<file path="src/rtl/gerenciador_ataque.sv">
// Attack manager for the naval-battle game.
// Holds the 5x7 revealed-hit matrix, reveals one cell per confirmed shot,
// reports hit/miss on the status LEDs and counts lives down on every miss.

// 3-to-8 one-hot decoder used for both the row and the column selection.
module decodificador_3bits (
    input  logic [2:0] entrada,
    output logic [7:0] saida
);

    // Raise exactly the output bit addressed by the input code.
    always_comb begin
        saida          = 8'b0000_0000;
        saida[entrada] = 1'b1;
    end

endmodule

// 7-bit equality comparator, one per matrix column.
module comparador_de_igualdade (
    input  logic [6:0] a,
    input  logic [6:0] b,
    output logic       igual
);

    // Flag when both column words are identical.
    always_comb begin
        igual = (a == b);
    end

endmodule

// Life counter: starts at 3, loses one life per miss, saturates at 0.
module contador_vida (
    input  logic       clock,
    input  logic       enable,
    input  logic       decrementa,
    output logic [1:0] vida
);

    logic [1:0] vida_r;

    // Saturating down-counter; a miss with no lives left keeps it at 0.
    always_ff @(posedge clock or negedge enable) begin
        if (!enable) begin
            vida_r <= 2'd3;
        end else if (decrementa && (vida_r != 2'd0)) begin
            vida_r <= vida_r - 2'd1;
        end else begin
            vida_r <= vida_r;
        end
    end

    assign vida = vida_r;

endmodule

module gerenciador_ataque (
    input  logic       clock,
    input  logic       enable,
    input  logic [2:0] coordColuna,
    input  logic [2:0] coordLinha,
    input  logic       confirmar,
    input  logic [6:0] mapa0,
    input  logic [6:0] mapa1,
    input  logic [6:0] mapa2,
    input  logic [6:0] mapa3,
    input  logic [6:0] mapa4,
    output logic [6:0] matriz0,
    output logic [6:0] matriz1,
    output logic [6:0] matriz2,
    output logic [6:0] matriz3,
    output logic [6:0] matriz4,
    output logic       LED_R,
    output logic       LED_G,
    output logic       LED_B,
    output logic [1:0] vida
);

    logic [4:0][6:0] matriz_r;
    logic [4:0][6:0] mapa_s;
    logic [4:0][6:0] candidato_s;
    logic [4:0][6:0] mascara_s;
    logic [4:0]      iguais_s;
    logic [7:0]      linha_oh_s;
    logic [7:0]      coluna_oh_s;
    logic            selecao_valida_s;
    logic            confirmar_ant_r;
    logic            ativo_r;
    logic            evento_s;
    logic            acerto_s;
    logic            erro_s;
    logic            led_r_r;
    logic            led_g_r;

    assign mapa_s = {mapa4, mapa3, mapa2, mapa1, mapa0};

    decodificador_3bits u_dec_linha (
        .entrada (coordLinha),
        .saida   (linha_oh_s)
    );

    decodificador_3bits u_dec_coluna (
        .entrada (coordColuna),
        .saida   (coluna_oh_s)
    );

    // Row 7 and columns 5..7 address no cell: the candidate stays equal to
    // the current matrix, which the compare below turns into a miss.
    always_comb begin
        selecao_valida_s = ~linha_oh_s[7] & ~(|coluna_oh_s[7:5]);
    end

    // Build the candidate matrix: only the selected cell takes the map bit.
    always_comb begin
        mascara_s   = 35'd0;
        candidato_s = 35'd0;
        for (int c = 0; c < 5; c++) begin
            mascara_s[c]   = linha_oh_s[6:0] & {7{coluna_oh_s[c] & selecao_valida_s}};
            candidato_s[c] = (matriz_r[c] & ~mascara_s[c]) | (mapa_s[c] & mascara_s[c]);
        end
    end

    for (genvar c = 0; c < 5; c++) begin : g_comparador
        comparador_de_igualdade u_cmp (
            .a     (candidato_s[c]),
            .b     (matriz_r[c]),
            .igual (iguais_s[c])
        );
    end

    // A shot is a hit only when it reveals a new ship cell somewhere.
    always_comb begin
        acerto_s = ~(&iguais_s);
        erro_s   = evento_s & ~acerto_s;
    end

    // The first edge after reset release only arms the block, so a button
    // already held at release cannot fire; it must be released and pressed.
    always_ff @(posedge clock or negedge enable) begin
        if (!enable) begin
            ativo_r <= 1'b0;
        end else begin
            ativo_r <= 1'b1;
        end
    end

    // Remember the previous button level for rising-edge detection.
    always_ff @(posedge clock or negedge enable) begin
        if (!enable) begin
            confirmar_ant_r <= 1'b0;
        end else begin
            confirmar_ant_r <= confirmar;
        end
    end

    // One event per press, no matter how long the button is held.
    always_comb begin
        evento_s = ativo_r & confirmar & ~confirmar_ant_r;
    end

    // Commit the candidate matrix on each confirmed shot.
    always_ff @(posedge clock or negedge enable) begin
        if (!enable) begin
            matriz_r <= 35'd0;
        end else if (evento_s) begin
            matriz_r <= candidato_s;
        end else begin
            matriz_r <= matriz_r;
        end
    end

    // Status LEDs report the outcome of the most recent shot.
    always_ff @(posedge clock or negedge enable) begin
        if (!enable) begin
            led_r_r <= 1'b0;
            led_g_r <= 1'b0;
        end else if (evento_s) begin
            led_r_r <= ~acerto_s;
            led_g_r <= acerto_s;
        end else begin
            led_r_r <= led_r_r;
            led_g_r <= led_g_r;
        end
    end

    contador_vida u_vida (
        .clock      (clock),
        .enable     (enable),
        .decrementa (erro_s),
        .vida       (vida)
    );

    assign matriz0 = matriz_r[0];
    assign matriz1 = matriz_r[1];
    assign matriz2 = matriz_r[2];
    assign matriz3 = matriz_r[3];
    assign matriz4 = matriz_r[4];
    assign LED_R   = led_r_r;
    assign LED_G   = led_g_r;
    assign LED_B   = 1'b0;

endmodule

</file>
<file path="config.mk">
export PLATFORM = sky130hd
export DESIGN_NAME = gerenciador_ataque
export DESIGN_NICKNAME = d
export VERILOG_FILES = /design/src/rtl/gerenciador_ataque.sv
export SDC_FILE = /design/constraint.sdc
export NUM_CORES = 1
export LEC_CHECK = 0
export CORE_MARGIN = 1
export CORE_UTILIZATION = 30
export DETAILED_ROUTE_END_ITERATION = 10
export PLACE_DENSITY_LB_ADDON = 0.05
export SLEW_MARGIN = 20
export SYNTH_ARGS = -nofsm -noshare
export SYNTH_HDL_FRONTEND = slang
export SYNTH_SLANG_ARGS = --single-unit
</file>
<file path="constraint.sdc">
create_clock -name clock -period 2.2 [get_ports clock]
set_input_delay 0.22 -clock clock [delete_from_list [all_inputs] [get_ports clock]]
set_output_delay 0.22 -clock clock [all_outputs]
set_load 0.02 [all_outputs]
</file>
== Word level (Yosys, flattened, before mapping) ==
Index checks and enable logic that the tools add are counted.

* Word-level logic and storage cells: 68
* Input bits: 44
* Output and inout port bits: 40
* Register bits after elaboration: 41

* Reduce and logical (&&, ||, !) cells: 6
* Multiplexer cells: 4
* Add/subtract/negate cells: 1
* Magnitude comparators: 4
* Bitwise gates (word level): 38
* Eq/ne operators: 5

{| class="wikitable"
|+ Operators with widths
! operator !! count
|-
| 7-bit AND || 15
|-
| 7-bit equality test || 5
|-
| 7-bit inverter || 5
|-
| 7-bit bitwise OR || 5
|-
| 1-bit AND || 9
|-
| 3-bit by 4-bit less-than comparator with 1-bit output, second input constant || 2
|-
| 1-bit demux with 3-bit select || 2
|-
| 3-bit by 1-bit greater-or-equal comparator with 1-bit output, second input constant || 2
|-
| 5-bit AND reduction || 1
|-
| 1-bit inverter || 4
|-
| 1-bit logical AND || 3
|-
| 3-bit OR reduction || 1
|-
| 1-bit two-way mux || 2
|-
| 2-bit nonzero test || 1
|-
| 2-bit by 1-bit subtractor with 2-bit output, second input constant || 1
|}

== Longest topological paths before layout ==
* Depth after elaboration: 16
* Depth in mapped cells: 8

== Hierarchy ==
From an unflattened synthesis, not the netlist that was laid out.

* Cells, all modules: 278
* Area total of the unflattened synthesis: 3011.6 µm²

{| class="wikitable"
|+ Modules (own cells, without submodules)
! module !! sequential area each (µm²) !! times used !! area an instance (µm²) !! cells each
|-
| gerenciador_ataque || 975.9 || 1 || 2376.0 || 209
|-
| comparador_de_igualdade || 0.0 || 5 || 80.1 || 9
|-
| decodificador_3bits || 0.0 || 2 || 65.1 || 8
|-
| contador_vida || 52.6 || 1 || 105.1 || 8
|}

== Least setup slack after synthesis ==
Ideal clock, no wire load.

* Path type: reg2reg
* From: register confirmar_ant_r
* To: register u_vida.vida_r[1] (netlist: u_vida.vida[1])
* Clock period less this slack: 1.840 ns
* Path buffers: 1
* Arrival: 1.765 ns
* Slack: 0.360 ns
* Required time: 2.125 ns
* Cell stages (with the launch flop): 8
* Cell sequence: dfrtp_1 > or2_2 > clkbuf_1 > a211oi_1 > nand4_1 > nor4_2 > nand4b_2 > mux2i_1

* Word-level cells in the longest chain between the ends: 4

{| class="wikitable"
|+ RTL lines
! item !! RTL line !! text
|-
| start, declared || 88 || <nowiki>logic confirmar_ant_r;</nowiki>
|-
| start signal, assigned || 153 || <nowiki>confirmar_ant_r <= confirmar;</nowiki>
|-
| 1-bit inverter || 159 || <nowiki>evento_s = ativo_r & confirmar & ~confirmar_ant_r;</nowiki>
|-
| 1-bit AND || 159 ||
|-
| 1-bit AND || 135 || <nowiki>erro_s = evento_s & ~acerto_s;</nowiki>
|-
| 1-bit logical AND || 47 || <nowiki>end else if (decrementa && (vida_r != 2'd0)) begin</nowiki>
|-
| end signal, assigned || 48 || <nowiki>vida_r <= vida_r - 2'd1;</nowiki>
|-
| end signal, assigned || 50 || <nowiki>vida_r <= vida_r;</nowiki>
|-
| end, declared || 41 || <nowiki>logic [1:0] vida_r;</nowiki>
|}

No other way between the ends.
A chain may end at the register's enable or synchronous reset.

== Final worst setup path ==
* From: input coordLinha[1]
* To: register u_vida.vida_r[1] (netlist: u_vida.vida[1])

* Word-level cells in the longest chain between the ends: 15

{| class="wikitable"
|+ RTL lines
! item !! RTL line !! text
|-
| start, declared || 62 || <nowiki>input logic [2:0] coordLinha,</nowiki>
|-
| 3-bit by 4-bit less-than comparator with 1-bit output (implied by the code) / 3-bit by 1-bit greater-or-equal comparator with 1-bit output (equally long branches) || 14 || <nowiki>saida[entrada] = 1'b1;</nowiki>
|-
| 1-bit logical AND (implied by the code) || 14 ||
|-
| 1-bit two-way mux (implied by the code) || 14 ||
|-
| 1-bit demux with 3-bit select (*) || n/a ||
|-
| 1-bit inverter || 111 || <nowiki>selecao_valida_s = ~linha_oh_s[7] & ~(|coluna_oh_s[7:5]);</nowiki>
|-
| 1-bit AND || 111 ||
|-
| 1-bit AND || 119 || <nowiki>mascara_s[c] = linha_oh_s[6:0] & {7{coluna_oh_s[c] & selecao_valida_s}};</nowiki>
|-
| 7-bit AND || 119 ||
|-
| 7-bit inverter || 120 || <nowiki>candidato_s[c] = (matriz_r[c] & ~mascara_s[c]) | (mapa_s[c] & mascara_s[c]);</nowiki>
|-
| 7-bit AND || 120 ||
|-
| 7-bit bitwise OR || 120 ||
|-
| 7-bit equality test || 28 || <nowiki>igual = (a == b);</nowiki>
|-
| 5-bit AND reduction (*) || 134 || <nowiki>acerto_s = ~(&iguais_s);</nowiki>
|-
| 1-bit AND (*) || 135 ||
|-
| 1-bit logical AND (*) || 47 ||
|}

Mark *: on every way between the ends. The rest lies on a longest branch, timed or not.

==> reports/qor.yml <==
setup_path:
  critPathLaunch: "coordLinha[1]"
  rrSetupSlack_ns: 0.26
  crit_chain: "dlygate4sd2_1, and4bb_4, and4b_1, a211oi_2, nand4_1, nor4_4, nand4b_4, mux2i_1"
  cp.required_ns: 2.43
  max_stage_delay_ns: 0.40
  worst-r2r-cell-count: 7
  startpoint_type: "input port"
  worstPathArrival_ns: 2.18
  r2r_start: "matriz4[1]"
  r2r_end: "u_vida.vida[1]"
  critPathCapture: "u_vida.vida[1]"
  crit_slowest_cell: "nor4_4"
  crit_type: "input port to flop"
  worstSetupEndpointType: "flop"
  crit_fanout: 8
clock_tree:
  root_buffer: "clkbuf_8"
  path_clk_slew_ns: 0.09
  cts_tree: "built"
  cts.sink_count: 41
  cts_buffers: 5
  cts.path.max_buffers: 2
  clk_latency_ns: 0.30
  h-tree-depth: 2
synthesis:
  yosysSeqAreaShare: 0.397
  synth_flop_cell: "dfrtp_1"
  synth_compound_area_frac: 0.0832
  synth_top_cells_by_count: "41 x nand2_1, 39 x dfrtp_1, 34 x mux2_2"
  yosys.area_share.adder: 0.00484
  yosys.area_share.xor_xnor: 0.0643
  synth.distinct_cells: 50
  synthMuxAreaShare: 0.152
  synth_seq_cells: 41
  synth_top_family_by_area: "simple AND/OR/NAND/NOR gates"
  synth_largest_area_cell: "dfrtp_1"
  synthSimpleGateAreaFrac: 0.259
  syn_nets: 310
  yosysWarningCount: 0
  synth_enable_flop_cells: 0
  synth_top_area_share: 0.377
  avgSynthCellArea_um2: 9.76
  netlist_area_mm2: 0.00259
  synth_most_common_cell: "nand2_1"
  syn-instance-count: 265
  netlist_top_cells_area: "dfrtp_1 38%, mux2_2 15%, nand2_1 5.9%, xor2_1 3.7%, xnor2_1 2.7%"
  synthArstFlopShare: 1.00
drt:
  wl_per_cell_um: 15.7
  drt-pass1-iter-count: 4
  vias: 2472
  drt_iter0_markers: 118
  drc: 0
  ant_nets: 0
  routed_wl_mm: 7.95
  via_per_inst: 4.87
pwr:
  power_density_mw_per_mm2: 484
  ir_drop_v: 0.000282
  cellLeakagePower_nw: 1.81
status:
  status: "completed"
sta:
  tightest_slew_ns: 0.529
  setup_violations: 0
  slew_viol_final: 0
  rsz0062_at_grt: "no"
  slew_headroom: 0.648
  fin_skew_ns: 0.00469
  period_minus_slack_ns: 1.95
  tns_ns: 0
  hold_viol: 0
  period_share: 0.888
  fmax_ghz: 0.512
finish:
  num-nets-final: 447
  drive_above_1_share: 0.285
  design_area_mm2: 0.00408
  antennaDiodeCount: 0
  syn2layout_area_growth_pct: 57.8
floorplanning:
  core_mm2: 0.00830
  die_h_um: 94.9
  io_pins: 84
  die_w_um: 94.9
  row_count: 33
  dieArea_mm2: 0.00900
  start_util: 0.312
global_routing:
  grt_pass1_wl_mm: 12.8
  antenna_found_initial: 0
  gr-usage-all-layers: 0.185
  gr-total-overflow: 0
  grt_max_degree: 22
  grt_pass1_vias: 2476
placement:
  place.gp.congestion: 0.801
  placed_cell_area_mm2: 0.00389
  dpl.hpwl_mm: 6.27
  portBuffers: 82
flow_run:
  maxCapViolCount: 0
hold_path:
  hp-class: "input port to flop"
  whs_path_depth: 1
## registers in the layout (all words and copies together), names as in the netlist, 2 cells and up
name / count
matriz3: 7
matriz1: 7
matriz0: 7
matriz4: 7
matriz2: 7
u_vida.vida: 2
## worst max-delay path, delay by kind of cell
kind / cells / cell delay (ns)
AOI/OAI and AO/OA: 1 / 0.20
buffers and inverters: 1 / 0.36
muxes: 1 / 0.17
and+or+nand+nor: 5 / 1.21
## how the worst min path moves through the flow
stage	from	endpoint	slack, ns
final	confirmar	confirmar_ant_r	0.39
after global routing	confirmar	confirmar_ant_r	0.37
after CTS	confirmar	confirmar_ant_r	0.39
after detailed placement	enable	matriz2[1]	0.23
after global placement	enable	matriz2[1]	0.23
after floorplan	enable	LED_G	-0.08
## metrics by stage
| stage | power [mW] | util | setup WS (ns) | hold WS (ns) | instances |
|---|---|---|---|---|---|
| after global placement | 1.45 | 0.469 | -0.345 | 0.235 | 496 |
| after detailed placement | 1.45 | 0.469 | -0.374 | 0.226 | 496 |
| final | 1.98 | 0.492 | 0.246 | 0.392 | 508 |
| after global routing | 2.10 | 0.492 | 0.131 | 0.368 | 508 |
| after floorplan | 1.13 | - | 0.360 | -0.0756 | 265 |
| after CTS | 2.00 | 0.484 | 0.00916 | 0.385 | 505 |
## power by group
group          internal, mW  switching, mW
combinational         0.310          0.262
clock                 0.232          0.299
sequential            0.825         0.0489
total                  1.37          0.610
## layer usage
layer | up-vias | routed length, um | GRT usage
met5 | - | 0 | 0
met4 | 0 | 40 | 0.0341
met3 | 4 | 330 | 0.0306
met2 | 60 | 3500 | 0.284
met1 | 1180 | 4080 | 0.274
li1 | 1228 | - | -
## cell usage in the layout (no fill, tap or decap), types with 3 or more instances in the layout
master,Yosys,layout
clkdlybuf4s50_1,0,75
buf_4,4,51
nand2_1,41,41
dfrtp_1,39,39
mux2_2,34,34
nor2_1,16,16
inv_1,11,11
xor2_1,11,11
nor3_1,9,9
nand3b_1,9,9
xnor2_1,8,8
nor3b_1,7,7
clkbuf_8,0,5
nand2b_1,4,4
nand4_1,4,4
and4b_1,3,3
and3b_1,3,3
a32o_1,3,3
a31oi_1,3,3
a32oi_1,3,3
nand3_1,4,3
a21oi_1,3,3
o21ai_0,6,3
dlymetal6s2s_1,0,3
dlygate4sd2_1,0,3
## logic make-up after synthesis
family                   Yosys count
AO/OA/AOI/OAI                     30
XOR/XNOR                          19
buffers and inverters             20
AND/OR/NAND/NOR                  117
flip-flops                        41
multiplexers                      35
other                              2
adder cells (fa/ha/maj)            1
## cell type report
cell class | count | area [um^2]
Clock buffer | 5 | 68.8
Multi-Input combinational cell | 204 | 1520
Fill cell | 807 | 4220
Clock inverter | 3 | 25.0
Inverter | 11 | 41.3
Sequential cell | 41 | 1030
Tap cell | 105 | 131
Timing Repair Buffer | 139 | 1270
## repair_timing
action                                 in CTS  in global routing
endpoints found under the hold margin      20                  0
buffers inserted                            0                  1
setup endpoints to repair                   2                  4
gates resized for setup                     9                 12
pin swaps                                   2                  3
gates cloned                                0                  2
hold buffers                                1                  0
No activity file was read; power rests on OpenSTA's default activity.
